[src/rtl/alu_sequencer_pkg.sv]
// Shared opcode, unit-select and state definitions for the ALU sequencer.
// Opcode values double as bit positions in the one-hot strobe vector.
package alu_sequencer_pkg;

  localparam int NUM_OPS = 13;

  localparam logic [3:0] OP_ADD = 4'd0;
  localparam logic [3:0] OP_SUB = 4'd1;
  localparam logic [3:0] OP_MUL = 4'd2;
  localparam logic [3:0] OP_DIV = 4'd3;
  localparam logic [3:0] OP_MOD = 4'd4;
  localparam logic [3:0] OP_CMP = 4'd5;
  localparam logic [3:0] OP_AND = 4'd6;
  localparam logic [3:0] OP_OR  = 4'd7;
  localparam logic [3:0] OP_NOT = 4'd8;
  localparam logic [3:0] OP_MOV = 4'd9;
  localparam logic [3:0] OP_LSL = 4'd10;
  localparam logic [3:0] OP_LSR = 4'd11;
  localparam logic [3:0] OP_ASR = 4'd12;

  localparam logic [2:0] SEL_ADDER = 3'd0;
  localparam logic [2:0] SEL_MUL   = 3'd1;
  localparam logic [2:0] SEL_DIV   = 3'd2;
  localparam logic [2:0] SEL_MOV   = 3'd3;
  localparam logic [2:0] SEL_LOGIC = 3'd4;
  localparam logic [2:0] SEL_SHIFT = 3'd5;

  typedef enum logic [2:0] {ST_CLR, ST_IDLE, ST_LOAD, ST_EXEC, ST_WB} state_e;
  typedef enum logic [1:0] {LAT_ONE, LAT_MUL, LAT_DIV} lat_e;

  typedef struct packed {
    logic [2:0]         alu_sel;
    logic [NUM_OPS-1:0] strb;
    lat_e               lat;
    logic               is_cmp;
    logic               legal;
  } dec_t;

endpackage

[src/rtl/alu_op_decode.sv]
// Combinational opcode decode: unit select, one-hot strobe, latency class,
// compare flag and legality.
module alu_op_decode
  import alu_sequencer_pkg::*;
(
  input  logic [3:0] i_op,
  output dec_t       o_dec
);

  logic w_legal;
  assign w_legal = (i_op < 4'(NUM_OPS));

  always_comb begin
    o_dec        = '0;
    o_dec.lat    = LAT_ONE;
    o_dec.legal  = w_legal;
    o_dec.is_cmp = (i_op == OP_CMP);
    if (w_legal) o_dec.strb = NUM_OPS'(1) << i_op;
    case (i_op)
      OP_ADD, OP_SUB, OP_CMP: o_dec.alu_sel = SEL_ADDER;
      OP_MUL: begin
        o_dec.alu_sel = SEL_MUL;
        o_dec.lat     = LAT_MUL;
      end
      OP_DIV, OP_MOD: begin
        o_dec.alu_sel = SEL_DIV;
        o_dec.lat     = LAT_DIV;
      end
      OP_MOV:                 o_dec.alu_sel = SEL_MOV;
      OP_AND, OP_OR, OP_NOT:  o_dec.alu_sel = SEL_LOGIC;
      OP_LSL, OP_LSR, OP_ASR: o_dec.alu_sel = SEL_SHIFT;
      default: ;
    endcase
  end

endmodule

[src/rtl/alu_sequencer.sv]
// ALU control sequencer: CLR -> IDLE -> LOAD -> EXEC(L cycles) -> WB, with
// flush back to CLR and CMP finishing straight out of EXEC with a flag write.
module alu_sequencer
  import alu_sequencer_pkg::*;
#(
  parameter int MUL_LAT = 1,
  parameter int DIV_LAT = 4,
  parameter int RDW     = 5
) (
  input  logic           clk,
  input  logic           rst,
  input  logic           in_valid,
  output logic           in_ready,
  input  logic [3:0]     in_op,
  input  logic           in_imm,
  input  logic [RDW-1:0] in_rd,
  input  logic           flush,
  output logic           ldA,
  output logic           ldB,
  output logic           clrA,
  output logic           clrB,
  output logic           ldResult,
  output logic           clrResult,
  output logic           isImmediate,
  output logic [2:0]     aluSel,
  output logic           isAdd,
  output logic           isSub,
  output logic           isCmp,
  output logic           isMul,
  output logic           isDiv,
  output logic           isMod,
  output logic           isMov,
  output logic           isAnd,
  output logic           isOr,
  output logic           isNot,
  output logic           isLsl,
  output logic           isLsr,
  output logic           isAsr,
  output logic           wrFlag,
  output logic           wb_en,
  output logic [RDW-1:0] wb_rd,
  output logic           done,
  output logic           err
);

  localparam int MAXL = (MUL_LAT > DIV_LAT) ? MUL_LAT : DIV_LAT;
  localparam int CW   = $clog2(MAXL) + 1;

  state_e             r_state, w_next;
  logic [CW-1:0]      r_cnt, w_lat_val;
  logic [NUM_OPS-1:0] r_strb, w_strb;
  logic [2:0]         r_alusel;
  lat_e               r_lat;
  logic               r_cmp, r_imm;
  logic [RDW-1:0]     r_rd;
  dec_t               w_dec;
  logic               w_accept;

  alu_op_decode u_dec (
    .i_op  (in_op),
    .o_dec (w_dec)
  );

  assign w_accept = (r_state == ST_IDLE) && in_valid && !flush && w_dec.legal;

  always_comb begin
    case (r_lat)
      LAT_MUL: w_lat_val = CW'(MUL_LAT);
      LAT_DIV: w_lat_val = CW'(DIV_LAT);
      default: w_lat_val = CW'(1);
    endcase
  end

  always_ff @(posedge clk) begin
    if (rst) r_state <= ST_CLR;
    else     r_state <= w_next;
  end

  // Decoded fields are captured at accept so LOAD/EXEC never re-decode.
  always_ff @(posedge clk) begin
    if (rst) begin
      r_cnt    <= '0;
      r_strb   <= '0;
      r_alusel <= SEL_ADDER;
      r_lat    <= LAT_ONE;
      r_cmp    <= 1'b0;
      r_imm    <= 1'b0;
      r_rd     <= '0;
    end else begin
      if (w_accept) begin
        r_strb   <= w_dec.strb;
        r_alusel <= w_dec.alu_sel;
        r_lat    <= w_dec.lat;
        r_cmp    <= w_dec.is_cmp;
        r_imm    <= in_imm;
        r_rd     <= in_rd;
      end
      if (r_state == ST_LOAD)      r_cnt <= w_lat_val;
      else if (r_state == ST_EXEC) r_cnt <= r_cnt - CW'(1);
    end
  end

  always_comb begin
    w_next      = r_state;
    in_ready    = 1'b0;
    ldA         = 1'b0;
    ldB         = 1'b0;
    clrA        = 1'b0;
    clrB        = 1'b0;
    clrResult   = 1'b0;
    ldResult    = 1'b0;
    isImmediate = 1'b0;
    w_strb      = '0;
    wrFlag      = 1'b0;
    wb_en       = 1'b0;
    wb_rd       = '0;
    done        = 1'b0;
    err         = 1'b0;
    case (r_state)
      ST_CLR: begin
        clrA      = 1'b1;
        clrB      = 1'b1;
        clrResult = 1'b1;
        w_next    = ST_IDLE;
      end
      ST_IDLE: begin
        in_ready = 1'b1;
        if (in_valid && !flush) begin
          if (w_dec.legal) w_next = ST_LOAD;
          else             err    = 1'b1;
        end
      end
      ST_LOAD: begin
        ldA         = 1'b1;
        ldB         = 1'b1;
        isImmediate = r_imm;
        w_strb      = r_strb;
        w_next      = flush ? ST_CLR : ST_EXEC;
      end
      ST_EXEC: begin
        isImmediate = r_imm;
        w_strb      = r_strb;
        if (flush) begin
          w_next = ST_CLR;
        end else if (r_cnt == CW'(1)) begin
          if (r_cmp) begin
            wrFlag = 1'b1;
            done   = 1'b1;
            w_next = ST_IDLE;
          end else begin
            ldResult = 1'b1;
            w_next   = ST_WB;
          end
        end
      end
      ST_WB: begin
        if (flush) begin
          w_next = ST_CLR;
        end else begin
          wb_en  = 1'b1;
          wb_rd  = r_rd;
          done   = 1'b1;
          w_next = ST_IDLE;
        end
      end
      default: w_next = ST_CLR;
    endcase
  end

  assign aluSel = r_alusel;
  assign isAdd  = w_strb[OP_ADD];
  assign isSub  = w_strb[OP_SUB];
  assign isMul  = w_strb[OP_MUL];
  assign isDiv  = w_strb[OP_DIV];
  assign isMod  = w_strb[OP_MOD];
  assign isCmp  = w_strb[OP_CMP];
  assign isAnd  = w_strb[OP_AND];
  assign isOr   = w_strb[OP_OR];
  assign isNot  = w_strb[OP_NOT];
  assign isMov  = w_strb[OP_MOV];
  assign isLsl  = w_strb[OP_LSL];
  assign isLsr  = w_strb[OP_LSR];
  assign isAsr  = w_strb[OP_ASR];

endmodule

[config.mk]
export PLATFORM = sky130hd
export DESIGN_NAME = alu_sequencer
export DESIGN_NICKNAME = d
export VERILOG_FILES = /design/src/rtl/alu_sequencer_pkg.sv /design/src/rtl/alu_op_decode.sv /design/src/rtl/alu_sequencer.sv
export SDC_FILE = /design/constraint.sdc
export NUM_CORES = 1
export LEC_CHECK = 0
export ABC_CLOCK_PERIOD_IN_PS = 3200
export CAP_MARGIN = 20
export CELL_PAD_IN_SITES_DETAIL_PLACEMENT = 0
export CELL_PAD_IN_SITES_GLOBAL_PLACEMENT = 1
export CORE_MARGIN = 2
export CORE_UTILIZATION = 36
export DETAILED_ROUTE_END_ITERATION = 10
export PLACE_DENSITY_LB_ADDON = 0.1
export SETUP_SLACK_MARGIN = 0.3
export SLEW_MARGIN = 20
export SYNTH_ARGS = -nofsm -noshare
export SYNTH_HDL_FRONTEND = slang
export SYNTH_SLANG_ARGS = --single-unit
[constraint.sdc]
create_clock -name clk -period 3.2 [get_ports clk]
set_input_delay 0.64 -clock clk [delete_from_list [all_inputs] [get_ports clk]]
set_output_delay 0.64 -clock clk [all_outputs]
set_load 0.005 [all_outputs]
==> impl_metrics.csv, run 1 <==
group,metric,value,unit
status,status,"completed",
clock_tree,cts_tree,"built",
synth,ys_ff_latch,31,
final_layout,drive_gt1_frac,0.0830,
worst_setup_path,path_buf_inv,2,
final_layout,final-seq-area,621,µm²
worst_setup_path,r2r_setup_slack,1280,ps
grt,grt_pass1_wl,6360,µm
synth,synth_largest_area_cell,"dfxtp_1",
grt,gr-total-overflow,0,
worst_setup_path,worstPathRequired,2560,ps
min_path,hold_class,"reg2reg",
final_layout,antennaDiodeCount,0,
synth,yosysTopAreaCellShare,0.392,
die,die_h,70.3,µm
power_and_ir_drop,leakagePower,0.774,nW
worst_setup_path,cp-end-kind,"output port",
timing,setup_viol,0,
timing,tightest_slew,612,ps
timing,finalClockSkew,3.20,ps
grt,antenna_found_initial,0,
power_and_ir_drop,power.density,407,nW/µm²
clock_tree,cts_buffers,5,
detailed_routing,vias_per_cell,5.05,
placement,globalplace.congestion,0.877,
clock_tree,htreeDepth,2,
synth,postSynthAreaPerCell,8.00,µm²
final_layout,design_area,2150,µm²
detailed_routing,num_vias,1481,
die,die_w,70.3,µm
timing,slew_viol_final,0,
worst_setup_path,cp_slowest_cell,"clkdlybuf4s50_1",
synth,syn_nets,214,
synth,ys_warn_count,0,
worst_setup_path,cp_common_cell,"clkdlybuf4s50_1",
grt,grt_pass1_vias,1322,
timing,max_freq,362,MHz
worst_setup_path,crit_chain,"clkdlybuf4s50_1 > nor2_2 > and2_1 > clkdlybuf4s50_1",
detailed_routing,final_antenna_net_count,0,
die,core_area,4290,µm²
timing,rsz0062_at_grt,"false",
die,placementRows,24,
final_layout,instances_no_fill,293,
timing,slew_headroom,0.589,
clock_tree,clk_latency,280,ps
worst_setup_path,crit_family,"buffers and inverters",
worst_setup_path,cpPeakStageDelay,540,ps
final_layout,final_nets,257,
placement,io_buffers,46,
detailed_routing,totalWireLength,3890,µm
clock_tree,cts_max_path_buffers,2,
timing,period_share,0.863,
die,io_pins,47,
final_layout,multiInputGateArea,838,µm²
clock_tree,numClockSinks,31,
placement,dp_cells,286,
clock_tree,post_cts_buffers,0,
worst_setup_path,critPathMaxFanout,8,
clock_tree,clkTransAtPathRegs,60,ps
worst_setup_path,startpoint_type,"input port",
timing,finalCriticalPeriod,2760,ps
detailed_routing,first_pass_iters,4,
clock_tree,cts_resized,0,
synth,ys_types,41,
final_layout,fillers,414,
synth,syn_inst,198,
power_and_ir_drop,peakVddDrop,0.000235,V
worst_setup_path,cp_data_arrival_time,2120,ps
clock_tree,cts_root_buf,"clkbuf_8",
final_layout,syn2layout_area_growth,36.0,%
detailed_routing,wl_per_cell,13.3,µm
grt,grt_start_max_net_pins,24,
die,start_util,0.369,
run,maxCapViolations,0,
timing,hold_violations,0,
detailed_routing,drt_first_iter_violations,79,
die,die_area,4950,µm²
synth,synth_area_leaders,"dfxtp_1 39%, and2_1 6.7%, nand2_1 5.5%",
synth,synth-seq-area-share,0.392,
placement,placed_area,2060,µm²
placement,hpwl,2770,µm
synth,syn_area,1580,µm²
grt,grt.total_usage,0.167,
clock_tree,cts_hold_buf,0,
detailed_routing,drc_errors,0,
worst_setup_path,crit_type,"in2out",
timing,fin_tns_setup,0,ps
## metrics by stage
stage / power [mW] / hold slack (ps) / util / setup slack (ps)
after floorplan: 0.514 / 427 / - / 1390
after global placement: 0.570 / 437 / 0.480 / 348
after detailed placement: 0.574 / 444 / 0.480 / 320
after CTS: 0.890 / 453 / 0.501 / 318
after global routing: 0.929 / 474 / 0.502 / 323
final: 0.878 / 450 / 0.502 / 439
## layout make-up
type | instances | area share
timing repair buffer | 53 | 0.239
inverter | 7 | 0.0128
clock inverter | 1 | 0.00232
tap | 52 | 0.0302
clock buffer | 6 | 0.0383
multi-input combinational | 143 | 0.389
sequential | 31 | 0.288
## sequential cells by signal (all words and copies together) (netlist names)
name,count
r_strb,13
r_imm,1
r_rd,5
r_lat,2
r_cmp,1
aluSel,3
r_state,3
r_cnt,3
## where the power goes
part	switching, mW	internal (mW)	total, mW
Clock	0.144	0.169	0.313
Combinational	0.0750	0.0783	0.153
Sequential	0.0130	0.399	0.412
## metal layers
layer  GRT usage  vias to the layer above  part of all wire
met5           0                        -                 0
met4      0.0684                        0             0.021
met3      0.0491                        6             0.045
met2       0.266                       40              0.46
met1       0.209                      678              0.47
li1            -                      757                 -
## cells in the final DEF, fill, tap and decap left out, types with 3 or more instances in the layout
cell / netlist / routed
a221oi_1: 3 / 3
nor2b_1: 9 / 9
a32o_1: 4 / 4
nand2_1: 23 / 23
nand3b_1: 6 / 6
inv_1: 6 / 6
clkbuf_8: 0 / 6
and2_1: 17 / 17
clkdlybuf4s50_1: 0 / 45
nor3_1: 7 / 7
nor3b_1: 3 / 3
buf_4: 4 / 7
dfxtp_1: 31 / 31
o21ai_0: 5 / 5
nand3_1: 10 / 10
nor2_1: 16 / 15
a21oi_1: 14 / 14
## synthesized netlist by cell type
master     n
inv_1      6
nor2b_1    9
buf_2      4
nand4_1    1
or2_2      1
a221oi_1   3
and3b_1    2
o32ai_1    1
buf_6      2
nor2_1    16
dfxtp_1   31
and3_1     1
or3b_4     1
nand3_1   10
ha_1       2
o31ai_1    2
a32oi_1    1
buf_4      4
clkbuf_1   6
and2_1    17
o21ai_1    1
xor2_1     2
a22oi_1    1
a21oi_1   14
nand2b_1   2
clkinv_2   1
clkbuf_2   1
a311oi_1   1
o21ba_2    1
or3_1      1
nand3b_1   6
maj3_1     1
o21bai_1   1
nor4b_1    1
nor2_2     1
nor3b_1    3
nand2_1   23
a32o_1     4
o211ai_1   1
o21ai_0    5
nor3_1     7
## cell families after synthesis
kind of cell,count (synthesis),synth area share
compound gates,36,0.152
xor+xnor,2,0.0111
flops,31,0.392
simple gates,102,0.343
buf+inv,24,0.0806
fa+ha+maj,3,0.0221
## worst paths after layout
kind                            from                     end  depth (start not counted)
max                            flush                wb_rd[0]                          4
min           r_strb[7]$_SDFFE_PP0P_  r_strb[7]$_SDFFE_PP0P_                          2
max reg2reg  r_state[0]$_SDFFE_PP0P_   r_lat[1]$_SDFFE_PP0P_                          6
min reg2reg   r_strb[7]$_SDFFE_PP0P_  r_strb[7]$_SDFFE_PP0P_                          2
## worst reg2reg max path: stages, from the launching register on
cell,delay [ps]
dfxtp_1,530
or3b_4,460
clkinv_2,70
nand3_1,60
buf_4,220
or3_1,370
a21oi_1,140
(Power assumes the default switching activity.)
==> run 2, diff against run 1 <==
GPL_ROUTABILITY_DRIVEN = 1   (was default)
==> results of run 2 <==
Final layout, timing and power as in run 1 (identical DEF).
